## config.mk

```make
export PLATFORM = sky130hd
export DESIGN_NAME = counter_updown_mod
export DESIGN_NICKNAME = d
export VERILOG_FILES = /design/src/rtl/counter_updown_mod.sv
export SDC_FILE = /design/constraint.sdc
export NUM_CORES = 1
export LEC_CHECK = 0
export CAP_MARGIN = 15
export CELL_PAD_IN_SITES_DETAIL_PLACEMENT = 1
export CELL_PAD_IN_SITES_GLOBAL_PLACEMENT = 1
export CORE_MARGIN = 3
export CORE_UTILIZATION = 33
export DETAILED_ROUTE_END_ITERATION = 8
export GPL_TIMING_DRIVEN = 0
export HOLD_SLACK_MARGIN = 0.06
export PLACE_DENSITY = 0.78
export SYNTH_ARGS = -nofsm -noshare
export SYNTH_HDL_FRONTEND = slang
export SYNTH_SLANG_ARGS = --single-unit
```

## constraint.sdc

```tcl
create_clock -name clk -period 3.3 [get_ports clk]
set_input_delay 0.66 -clock clk [delete_from_list [all_inputs] [get_ports clk]]
set_output_delay 0.66 -clock clk [all_outputs]
set_load 0.1 [all_outputs]
```

## src/rtl/counter_updown_mod.sv

```systemverilog
// Loadable up/down modulo counter with programmable terminal value,
// wrap-or-saturate boundary handling, a wrap event pulse and a sticky overflow flag.
module counter_updown_mod #(
   parameter int WIDTH    = 5,
   parameter int MAX_VAL  = 31,
   parameter bit SATURATE = 1'b0
) (
   input  logic             clk,
   input  logic             rst,
   input  logic             load,
   input  logic             enab,
   input  logic             up,
   input  logic             clr_ovf,
   input  logic [WIDTH-1:0] cnt_in,
   output logic [WIDTH-1:0] cnt_out,
   output logic             wrap,
   output logic             ovf
);

   localparam logic [WIDTH-1:0] MAX_CNT = WIDTH'(MAX_VAL);
   localparam logic [WIDTH-1:0] ONE     = WIDTH'(1);

   logic [WIDTH-1:0] load_val;
   logic [WIDTH-1:0] step_val;
   logic             boundary;

   assign load_val = (cnt_in > MAX_CNT) ? MAX_CNT : cnt_in;

   // Boundary is detected by comparison so a MAX_VAL below 2**WIDTH-1 wraps correctly.
   always_comb begin
      // NOTE: every always_comb output gets a default first so no latch is inferred.
      step_val = cnt_out;
      boundary = 1'b0;
      if (up) begin
         if (cnt_out >= MAX_CNT) begin
            step_val = SATURATE ? MAX_CNT : '0;
            boundary = 1'b1;
         end else begin
            step_val = cnt_out + ONE;
         end
      end else begin
         if (cnt_out == '0) begin
            step_val = SATURATE ? '0 : MAX_CNT;
            boundary = 1'b1;
         end else begin
            step_val = cnt_out - ONE;
         end
      end
   end

   always_ff @(posedge clk) begin
      // NOTE: sequential state uses non-blocking assignments only.
      if (!rst) begin
         cnt_out <= '0;
         wrap    <= 1'b0;
         ovf     <= 1'b0;
      end else if (load) begin
         cnt_out <= load_val;
         wrap    <= 1'b0;
         ovf     <= ovf & ~clr_ovf;
      end else if (enab) begin
         cnt_out <= step_val;
         wrap    <= boundary;
         ovf     <= boundary | (ovf & ~clr_ovf);
      end else begin
         wrap    <= 1'b0;
         ovf     <= ovf & ~clr_ovf;
      end
   end

endmodule
```

# ---- Word-level counts from Yosys, hierarchy flattened
# Cells that the tools add are included.
dict set report word_totals {
  ff_bits 7
  out_inout_bits 7
  elab_cells 26
}
dict set report op_classes {
  addsub 2
  n_lt_le_gt_ge 2
  muxes 11
  n_bitwise 5
  reduce_logical 3
}
# op n
set ops {}
lappend ops {{5-bit 2-to-1 mux} 6}
lappend ops {{5-bit by 1-bit adder with 5-bit output, second input constant} 1}
lappend ops {{5-bit greater-or-equal comparator, second input constant} 1}
lappend ops {{5-bit greater-than comparator, second input constant} 1}
lappend ops {{5-bit logical NOT} 1}
lappend ops {{1-bit 2-to-1 mux} 5}
lappend ops {{5-bit by 1-bit subtractor with 5-bit output, second input constant} 1}
lappend ops {{1-bit inverter} 3}
lappend ops {{3-bit OR reduction} 1}
lappend ops {{2-bit nonzero test} 1}
lappend ops {{1-bit bitwise AND} 1}
lappend ops {{1-bit OR} 1}

# ---- Depth between registers and ports, before layout
dict set report depth {
  word_depth 6
  depth_mapped 7
  mapped_depth_nobuf 7
}

# ---- Worst setup path before layout
# No wires, ideal clock.
dict set report synth_path {
  path_kind {register to register}
  startpoint {register cnt_out[1]}
  endpoint {register cnt_out[2]}
  setup_time_ns 0.132
  arrival_time_ns 2.216
  setup_slack_ns 0.953
  path_stages_with_launch 8
  n_path_buf 0
  cell_sequence {dfxtp_1 -> ha_1 -> and3_2 -> ha_1 -> nand4bb_1 -> a31oi_1 -> a2111oi_0 -> o21ai_0}
}
dict set report synth_via {
  elab_chain_cells 5
  word_cells_on_any_way 9
}
# item line_no
set synth_lines {}
lappend synth_lines {{start, declared} 15} ;# output logic [WIDTH-1:0] cnt_out,
lappend synth_lines {{start signal, assigned} 58} ;# cnt_out <= load_val;
lappend synth_lines {{start signal, assigned} 62} ;# cnt_out <= step_val;
lappend synth_lines {{5-bit by 1-bit subtractor with 5-bit output (tied with other cells)} 46} ;# step_val = cnt_out - ONE;
lappend synth_lines {{5-bit 2-to-1 mux, on equally long branches} {42, 35}}
lappend synth_lines {{5-bit 2-to-1 mux *} 34} ;# if (up) begin
lappend synth_lines {{5-bit 2-to-1 mux *} 61} ;# end else if (enab) begin
lappend synth_lines {{5-bit 2-to-1 mux *} 57} ;# end else if (load) begin
# Mark *: on every way between the ends. The rest lies on a longest branch, timed or not. The select of a mux whose other input is x is not followed.
# A chain may end at the register's enable or synchronous reset.

# ---- Final worst setup path
dict set report layout_path {
  startpoint {register cnt_out[2]}
  endpoint {output cnt_out[2]}
}
# No word-level cell between the ends.

==> results.txt <==
The upper clock frequency limit is 0.3855 GHz. The detailed router placed 576 vias in this run. On the worst path, the slowest cell contributes a delay of 1.19 ns.

The number of antenna violations at the first check in global routing is 0. The endpoint required time on the critical path came out at 2.64 ns. The most used flip-flop cell after synthesis is dfxtp_1. The deepest level of the CTS H-tree came out at 1. Of all cell types, the one taking the most synthesized area is dfxtp_1. The largest net degree at the start of global routing is 11. Setup repair after global routing left no endpoint under its margin. The maximum clock insertion buffer count came out at 2. The post-route netlist has 12.05% of its cells at a drive strength greater than 1. The critical path data arrival time came out at 1.93 ns.

The highest net fanout along the worst path came out at 10. The category of the worst setup path launch point is a flip-flop. The count of cells resized by post-cts repair is 0. The I/O pin count is 18. The number of clock sinks came out at 7. The core footprint came out at 1383 um2.

The number of vias per cell after detailed routing came out at 5.878. The tree is rooted in a clkbuf_4. In the post-synthesis netlist, the cell with the most instances is dfxtp_1. At the later pin of the worst-skew pair, clock insertion delay measures 0.26 ns. The number of nets in the layout came out at 98.

The buffers plus inverters on the worst setup path came out at 1. The worst hold path class is reg2reg. The final critical-path share of the clock period came out at 78.61%. The remaining global-route overflow is 0. The final hold violation count is 0. The clock skew after layout is 0.005551 ns. The mean instance size in the synthesized netlist came out at 8.262 um2. The finished layout holds 98 standard cells, fillers aside. The synthesized flop and latch total came out at 7. After synthesis, the netlist uses 30 different library cells. The number of setup violations in the final report came out at 0.

The number of iterations in the first detailed-routing pass came out at 3. The summed negative setup slack over all endpoints came out at 0 ns. The fraction of synthesized cell area taken by the top area cell type came out at 26.92%. In this run the post-CTS setup repair buffer count came out at 0. The total of hold buffers inserted after clock tree synthesis came out at 0.

Once placement completed, the tool counted placed cells totaling 94. The floorplan has 13 rows. The die area is 2090 um2. The post-synthesis to final-layout area growth is 39.42%. The antenna violation net count after detailed routing is 0. In this run the power density over the cells is 398.5 nW/um2.

The effective utilization at floorplan is 37.65%. For the pin with the worst max-slew slack, the measured transition is 0.9712 ns. The first global-routing pass estimated 2635 um of wire. After detailed routing, the average wire length per cell comes to 15.84 um. The worst setup path is captured at a primary output. TritonCTS built the clock tree. The signal on the critical path passes through clkdlybuf4s50_1.

After synthesis the cells add up to 520.5 um2. The share of flip-flops with an asynchronous set or reset after synthesis came out at 0%. The number of synthesis warnings came out at 0. By area the synthesized netlist is led by dfxtp_1 27%, ha_1 7.2%, o21ai_0 5.8%, a31oi_1 4.8%, o211ai_1 4.3%. The HPWL after detailed placement is 1210 um.

Max-cap violations in this run came to 0. For this block, the initial DRC count from the detailed router was 3. The total routed wirelength came out at 1552 um. The worst max-slew margin expressed relative to the limit came out at 35.05%.

The repair_antennas step left the layout with diodes totalling 0. Across every metal layer, demand over resource in global routing totals 17.96%. The category of cells accounting for the largest share of critical-path delay is buffers and inverters. The commonest cells after synthesis are 7 x dfxtp_1, 6 x o21ai_0, 4 x a21oi_1, 4 x a31oi_1. The DRC violation count after routing is 0. After clock tree synthesis, the clock-pin slew on the worst setup and hold paths is 0.06 ns. The horizontal die dimension is 45.72 um. The number of enable flip-flop cells after synthesis is 0. Counting the buffers created by CTS gives 3. The height of the die is 45.72 um. The total nets after synthesis is 77.

The setup path with the least slack is of type reg2out. The number of global-route vias before repair is 591. The cell area after layout came out at 725.7 um2. The cell area reported after detailed placement came out at 699.4 um2. The largest vdd supply drop came out at 0.0002378 V. During placement, the flow inserted port buffers numbering 16. The number of max-slew violations in the final report came out at 0. The run finished with clean final reports. The routed design could run at a clock period as short as 2.594 ns. The final weighted congestion of routability-driven global placement is 0.7433. The slowest stage of the critical path is the clkdlybuf4s50_1 cell. The number of cells produced by synthesis came out at 63. The static leakage is 0.0002679 uW. The share of the Yosys chip area taken by registers is 26.92%.
[worst paths after layout]
check | from | end | slack [ns] | cells past startpoint
worst min register to register | ovf | ovf | 0.51 | 2
worst min-delay path | ovf | ovf | 0.51 | 2
worst max-delay path | cnt_out[2] | cnt_out[2] | 0.71 | 1
worst max register to register | cnt_out[0] | cnt_out[4] | 1.36 | 7
[logic make-up (layout without fill, tap and decap cells)]
logic type | after synthesis | count (layout) | synth area share [%]
adders and majority gates | 3 | 3 | 7.212
and+or+nand+nor | 25 | 25 | 31.97
AOI/OAI and AO/OA | 22 | 22 | 27.64
buffers and inverters | 6 | 26 | 6.250
DFF | 7 | 7 | 26.92
[power breakdown]
group | internal (uW) | switching, uW
Sequential | 90.6 | 10.5
Clock | 46.3 | 34.0
Combinational | 38.4 | 69.5
Total | 175 | 114
[layout make-up]
cell class / count / area (um2)
fill: 173 / 656.9
clock buffer: 4 / 26.28
timing repair buffer: 16 / 160.2
inverter: 3 / 11.26
buffer: 3 / 21.27
sequential: 7 / 140.1
multi-input combinational: 50 / 347.8
tap: 15 / 18.77
[through the flow]
step / power, uW / util, % / worst slack [ns] / hold WS, ns
after CTS: 294.1 / 52.49 / 0.6910 / 0.5194
after floorplan: 174.9 / - / 0.9527 / 0.7903
final: 289.2 / 52.49 / 0.7058 / 0.5109
after global routing: 310.2 / 52.49 / 0.6144 / 0.5418
after global placement: 208.3 / 50.59 / 0.9961 / 0.4961
after detailed placement: 210.7 / 50.59 / 0.9901 / 0.5085
[sequential cells by signal, indices dropped and copies added (netlist names)]
name,count
cnt_out,5
wrap,1
ovf,1
[cells in the final DEF, fill, tap and decap left out, types with 2 or more instances in the layout]
cell type,n
nand2b_1,2
or3_1,2
nand2_1,3
and3_1,2
buf_2,2
nor3b_1,2
dfxtp_1,7
a21oi_1,4
a31oi_1,4
inv_1,3
o211ai_1,3
clkdlybuf4s50_1,16
clkbuf_4,3
ha_1,3
nand3b_1,2
o21ai_0,6
nand3_1,3
[per-layer routing]
metal	part of all wire, %	track usage [%]
met2	50	26.18
met3	6.4	7.510
met4	0.52	6.250
met5	0	0
met1	43	23.58
No activity file was read; power rests on OpenSTA's default activity.
